==> src/rtl/div_pkg.sv <==
// Shared widths and the result payload carried by the second pipeline stage
// of the 16/8 unsigned divider.
package div_pkg;
  localparam int DIVIDEND_W   = 16;
  localparam int DIVISOR_W    = 8;
  localparam int PIPE_LATENCY = 2;

  typedef struct packed {
    logic [DIVIDEND_W-1:0] quot;
    logic [DIVIDEND_W-1:0] rem;
    logic                  dz;
  } s2_payload_t;
endpackage

==> src/rtl/div_16bit.sv <==
// Purely combinational 16-bit by 8-bit unsigned divider (restoring long
// division). A zero divisor yields quotient 0, remainder = dividend, dz = 1.
module div_16bit
  import div_pkg::*;
(
  input  logic [DIVIDEND_W-1:0] a_i,
  input  logic [DIVISOR_W-1:0]  b_i,
  output s2_payload_t           res_o
);

  // One extra bit so the shifted partial remainder cannot overflow before the compare.
  logic [DIVISOR_W:0]    part_v;
  logic [DIVIDEND_W-1:0] quot_v;

  always_comb begin
    part_v = '0;
    quot_v = '0;
    for (int i = DIVIDEND_W - 1; i >= 0; i--) begin
      part_v = {part_v[DIVISOR_W-1:0], a_i[i]};
      if (part_v >= {1'b0, b_i}) begin
        part_v    = part_v - {1'b0, b_i};
        quot_v[i] = 1'b1;
      end
    end
  end

  always_comb begin
    res_o = '0;
    if (b_i == '0) begin
      res_o.quot = '0;
      res_o.rem  = a_i;
      res_o.dz   = 1'b1;
    end else begin
      res_o.quot = quot_v;
      res_o.rem  = {{(DIVIDEND_W-DIVISOR_W){1'b0}}, part_v[DIVISOR_W-1:0]};
      res_o.dz   = 1'b0;
    end
  end

endmodule

==> src/rtl/div_16bit_pipe.sv <==
// Two-stage valid/ready wrapper around div_16bit: S1 holds operands, S2 holds
// the registered result, plus completion and divide-by-zero counters.
module div_16bit_pipe
  import div_pkg::*;
#(
  parameter int CNT_W = 16
) (
  input  logic                  clk,
  input  logic                  rst_n,
  input  logic                  in_valid,
  output logic                  in_ready,
  input  logic [DIVIDEND_W-1:0] in_a,
  input  logic [DIVISOR_W-1:0]  in_b,
  output logic                  out_valid,
  input  logic                  out_ready,
  output logic [DIVIDEND_W-1:0] out_result,
  output logic [DIVIDEND_W-1:0] out_odd,
  output logic                  out_div_by_zero,
  output logic [CNT_W-1:0]      done_cnt,
  output logic [CNT_W-1:0]      dz_cnt,
  output logic                  busy
);

  // Handshake: a transfer happens on a rising edge where valid && ready.
  // Ready never depends on the matching valid, so producer and consumer
  // may wait on each other without forming a combinational loop.

  // vld_q[0] is S1 valid, vld_q[PIPE_LATENCY-1] is S2 valid.
  logic [PIPE_LATENCY-1:0] vld_q, vld_d;
  logic [DIVIDEND_W-1:0]   a_q, a_d;
  logic [DIVISOR_W-1:0]    b_q, b_d;
  s2_payload_t             s2_q, s2_d, div_res;
  logic [CNT_W-1:0]        done_cnt_q, done_cnt_d;
  logic [CNT_W-1:0]        dz_cnt_q, dz_cnt_d;

  logic s1_valid, s2_valid, s2_load, in_fire, out_fire;

  div_16bit u_div (
    .a_i   (a_q),
    .b_i   (b_q),
    .res_o (div_res)
  );

  assign s1_valid = vld_q[0];
  assign s2_valid = vld_q[PIPE_LATENCY-1];
  assign s2_load  = s1_valid && (!s2_valid || out_ready);
  assign in_ready = !s1_valid || s2_load;
  assign in_fire  = in_valid && in_ready;
  assign out_fire = s2_valid && out_ready;

  always_comb begin
    vld_d      = vld_q;
    a_d        = a_q;
    b_d        = b_q;
    s2_d       = s2_q;
    done_cnt_d = done_cnt_q;
    dz_cnt_d   = dz_cnt_q;

    // S1 refills in the same edge it drains into S2.
    if (in_fire) begin
      vld_d[0] = 1'b1;
      a_d      = in_a;
      b_d      = in_b;
    end else if (s2_load) begin
      vld_d[0] = 1'b0;
    end

    // A load replaces S2 even while its old result is leaving: no bubble.
    if (s2_load) begin
      vld_d[PIPE_LATENCY-1] = 1'b1;
      s2_d                  = div_res;
    end else if (out_fire) begin
      vld_d[PIPE_LATENCY-1] = 1'b0;
    end

    if (out_fire) begin
      done_cnt_d = done_cnt_q + 1'b1;
      if (s2_q.dz && (dz_cnt_q != {CNT_W{1'b1}})) begin
        dz_cnt_d = dz_cnt_q + 1'b1;
      end
    end
  end

  always_ff @(posedge clk or negedge rst_n) begin
    if (!rst_n) begin
      vld_q      <= '0;
      a_q        <= '0;
      b_q        <= '0;
      s2_q       <= '0;
      done_cnt_q <= '0;
      dz_cnt_q   <= '0;
    end else begin
      vld_q      <= vld_d;
      a_q        <= a_d;
      b_q        <= b_d;
      s2_q       <= s2_d;
      done_cnt_q <= done_cnt_d;
      dz_cnt_q   <= dz_cnt_d;
    end
  end

  assign out_valid       = s2_valid;
  assign out_result      = s2_q.quot;
  assign out_odd         = s2_q.rem;
  assign out_div_by_zero = s2_q.dz;
  assign done_cnt        = done_cnt_q;
  assign dz_cnt          = dz_cnt_q;
  assign busy            = |vld_q;

endmodule

==> config.mk <==
export PLATFORM = sky130hd
export DESIGN_NAME = div_16bit_pipe
export DESIGN_NICKNAME = d
export VERILOG_FILES = /design/src/rtl/div_pkg.sv /design/src/rtl/div_16bit.sv /design/src/rtl/div_16bit_pipe.sv
export SDC_FILE = /design/constraint.sdc
export NUM_CORES = 1
export LEC_CHECK = 0
export BUFFER_PORTS_ARGS = -buffer_cell sky130_fd_sc_hd__buf_2
export CELL_PAD_IN_SITES_DETAIL_PLACEMENT = 1
export CELL_PAD_IN_SITES_GLOBAL_PLACEMENT = 1
export CORE_MARGIN = 10
export CORE_UTILIZATION = 43
export DETAILED_ROUTE_END_ITERATION = 8
export PLACE_DENSITY_LB_ADDON = 0.1
export SLEW_MARGIN = 5
export SYNTH_ARGS = -nofsm -noshare
export SYNTH_HDL_FRONTEND = slang
export SYNTH_SLANG_ARGS = --single-unit
==> constraint.sdc <==
create_clock -name clk -period 35.1 [get_ports clk]
set_clock_uncertainty 0.05 [all_clocks]
set_input_delay 1.755 -clock clk [delete_from_list [all_inputs] [get_ports clk]]
set_output_delay 1.755 -clock clk [all_outputs]
set_load 0.01 [all_outputs]
==> impl_metrics.csv <==
group,metric,value,unit
outcome,status,"complete, no violations",
logic_synthesis,synth.net_count,1412,
job,drv_cap,0,
logic_synthesis,syn_avg_cell_area,8.63,sq um
drt,vias_per_cell,5.98,
clock_tree,cts.htree.levels,3,
sta,hold_viol,0,
layout,fillers,2916,
global_routing,overflow,0,
global_routing,grt_pass1_vias,11000,
floorplan,core,24500,sq um
logic_synthesis,synthArstFlopShare,100,%
drt,first_iter_violations,829,
drt,drc,0,
placement,place_congestion,0.939,
hold_path,hold-path-endpoint,"out_result[10]$_DFFE_PN0P_",
critical_path,reg2regPathDepth,183,
critical_path,rr_endpoint,"out_odd[6]$_DFFE_PN0P_",
floorplan,placementRows,57,
global_routing,antenna_found_initial,1,
clock_tree,cts_hold_buf,0,
sta,tightest_slew,1.11,ns
logic_synthesis,yosys.area.top_type,"dfrtp_1",
clock_tree,cts.path.max_buffers,2,
logic_synthesis,ys_warn_count,0,
critical_path,critPathMaxFanout,7,
drt,first_pass_iters,5,
layout,layout-drive-gt1-share,30.5,%
logic_synthesis,ys_types,95,
critical_path,critPathRequiredTime,35.27,ns
logic_synthesis,synth_top_area_share,21.2,%
drt,wl,41400,microns
global_routing,grt_usage,24.5,%
critical_path,critical_path_class,"reg2reg",
placement,port_buffers,95,
sta,setup_ws,1.13,ns
sta,finalCriticalPeriod,33.97,ns
layout,final_util,55.9,%
sta,slew_violations,0,
global_routing,grt_max_degree,77,
logic_synthesis,synth-edff-count,0,
global_routing,gr-max-usage-layer,"met2",
sta,finalCritPeriodShare,96.8,%
drt,num_vias,10800,
logic_synthesis,ys_seq_area_share,21.2,%
clock_tree,clkSinkCount,91,
hold_path,hp-class,"reg2reg",
critical_path,critPathLaunchType,"flop",
floorplan,die_y,178,microns
clock_tree,insertion_delay,0.37,ns
global_routing,use_met3,2.49,%
layout,area_growth,27.3,%
critical_path,cpMostUsedCell,"a21o_1",
logic_synthesis,synth_area,10700,sq um
placement,dp_hpwl,29800,microns
global_routing,use_met2,42.3,%
critical_path,critPathSlowestCell,"or3_4",
global_routing,use_met1,31.7,%
logic_synthesis,netlist_instances,1245,
floorplan,die-area,31700,sq um
floorplan,die_w,178,microns
sta,fmax,29.4,MHz
logic_synthesis,ys.flop_type,"dfrtp_1",
hold_path,worst_hold_startpoint,"out_result[10]$_DFFE_PN0P_",
global_routing,grt_pass1_wl,62200,microns
clock_tree,cts_buffers,9,
sta,relSlewSlack,26.1,%
logic_synthesis,synth-seq-cells,91,
critical_path,endpoint_kind,"flop",
layout,nets,1639,
clock_tree,cts_root_buf,"clkbuf_16",
sta,setup-tns-final,0,ns
drt,ant_nets,0,
placement,place_ws,-2.90,ns
hold_path,hold_depth,2,
critical_path,regToRegStartpoint,"b_q[7]$_DFFE_PN0P_",
clock_tree,clkSlewWorstSetupHoldPaths,0.09,ns
critical_path,cp.arrival,34.14,ns
floorplan,pin_count,96,
critical_path,slowest_delay,0.44,ns
critical_path,r2r_slack,1.13,ns
floorplan,start_util,43.9,%
logic_synthesis,yosys-top-cells-area,"dfrtp_1, ha_1, mux2_2, xnor2_1, o21ai_0",
drt,wl_per_cell,23.0,microns
sta,setup_viol,0,
clock_tree,cts_tree,"done",
-- cell usage after synthesis (all sizes together), types with 13 or more instances --
cell type,count
o21ai,84
xnor2,61
nand2b,27
nand3,39
o211ai,33
mux2,51
nor3,21
nand4,22
ha,124
fa,15
nor2b,40
o21a,15
dfrtp,91
mux2i,18
nor2,73
a21o,47
and3,13
xor2,38
nand2,92
inv,80
a21oi,67
-- logic make-up after synthesis --
| group | count (synthesis) | share of synthesized area (%) |
|---|---|---|
| AND/OR/NAND/NOR | 375 | 17.9 |
| AO/OA/AOI/OAI | 371 | 24.8 |
| adder cells (fa/ha/maj) | 139 | 17.2 |
| buffers and inverters | 101 | 3.70 |
| XOR/XNOR | 99 | 8.07 |
| flip-flops | 91 | 21.2 |
| multiplexers | 69 | 7.06 |
-- through the flow --
| step | hold slack, ns | cells | area (sq um) |
|---|---|---|---|
| final | 0.428 | 1802 | 13700 |
| after global routing | 0.463 | 1802 | 13700 |
| after CTS | 0.436 | 1758 | 12900 |
| after detailed placement | 0.418 | 1727 | 12200 |
| after global placement | 0.409 | 1727 | 12200 |
| after floorplan | 0.429 | 1245 | 10800 |
-- repair_timing --
action / in CTS / in global routing
endpoints found under the setup margin: 10 / 10
buffers inserted: 15 / 43
gates resized for setup: 58 / 111
cloned: 0 / 0
pin swaps: 15 / 74
-- cell type report --
type	count	area (sq um)	share of cell area, %
Sequential cell	91	2280	16.7
Tap cell	324	405	2.97
Inverter	80	304	2.22
Antenna cell	1	2.50	0.0183
Multi-Input combinational cell	1053	8790	64.3
Clock inverter	7	91.3	0.668
Clock buffer	9	225	1.65
Timing Repair Buffer	237	1580	11.5
-- layer usage --
metal / part of all wire (%) / routed length [microns] / vias up
li1: - / - / 5067
met2: 50 / 20700 / 233
met1: 44 / 18400 / 5417
met5: 0 / 0 / -
met4: 2.2 / 897 / 0
met3: 3.5 / 1430 / 62
-- layout by cell type, fill, tap and decap left out, types with 6 or more instances in the layout --
cell type	instances
dfrtp_1	90
fa_1	15
buf_2	94
mux2_2	46
a21oi_2	22
a22o_1	11
nor2b_1	38
nor2_2	6
o21ai_0	48
and3_1	13
a21oi_1	39
o211ai_1	30
o21ai_2	14
and2_1	9
a22oi_1	8
nor3_1	15
a211oi_1	8
o21ai_1	19
buf_4	138
xnor2_1	61
xor2_1	38
or2_2	6
nand3_1	36
o21a_1	14
nand2b_1	27
nor2_1	64
mux2i_1	14
a21o_1	47
a21oi_4	6
clkbuf_16	9
inv_1	77
nand2_1	87
nand4_1	22
ha_4	9
ha_1	113
-- flip-flops by register name, indices dropped and copies added (netlist names) --
signal and cells:
a_q 16, done_cnt 16, dz_cnt 16, out_odd 16, out_result 16, b_q 8
vld_q 2, out_div_by_zero 1
-- how the worst max path moves through the flow --
| stage | end | slack (ns) | start | depth (start not counted) |
|---|---|---|---|---|
| after floorplan | out_odd[1]$_DFFE_PN0P_ | 0.05 | b_q[1]$_DFFE_PN0P_ | 179 |
| after global placement | out_result[0]$_DFFE_PN0P_ | -1.75 | b_q[3]$_DFFE_PN0P_ | 180 |
| after detailed placement | out_result[0]$_DFFE_PN0P_ | -2.90 | b_q[3]$_DFFE_PN0P_ | 180 |
| after CTS | out_odd[3]$_DFFE_PN0P_ | 0.01 | a_q[15]$_DFFE_PN0P_ | 185 |
| after global routing | out_odd[6]$_DFFE_PN0P_ | -0.62 | b_q[7]$_DFFE_PN0P_ | 183 |
| final | out_odd[6]$_DFFE_PN0P_ | 1.13 | b_q[7]$_DFFE_PN0P_ | 183 |
-- critical path, delay by kind of cell (launching register included) --
| kind | cells | cell delay [ns] |
|---|---|---|
| simple gates | 37 | 5.90 |
| mux | 7 | 2.07 |
| fa+ha+maj | 15 | 4.22 |
| flops | 1 | 0.42 |
| compound gates | 110 | 19.36 |
| buf+inv | 14 | 1.70 |
Power is not shown: default switching activity piles up to over one toggle a cycle in this logic, so the estimate is an artifact.
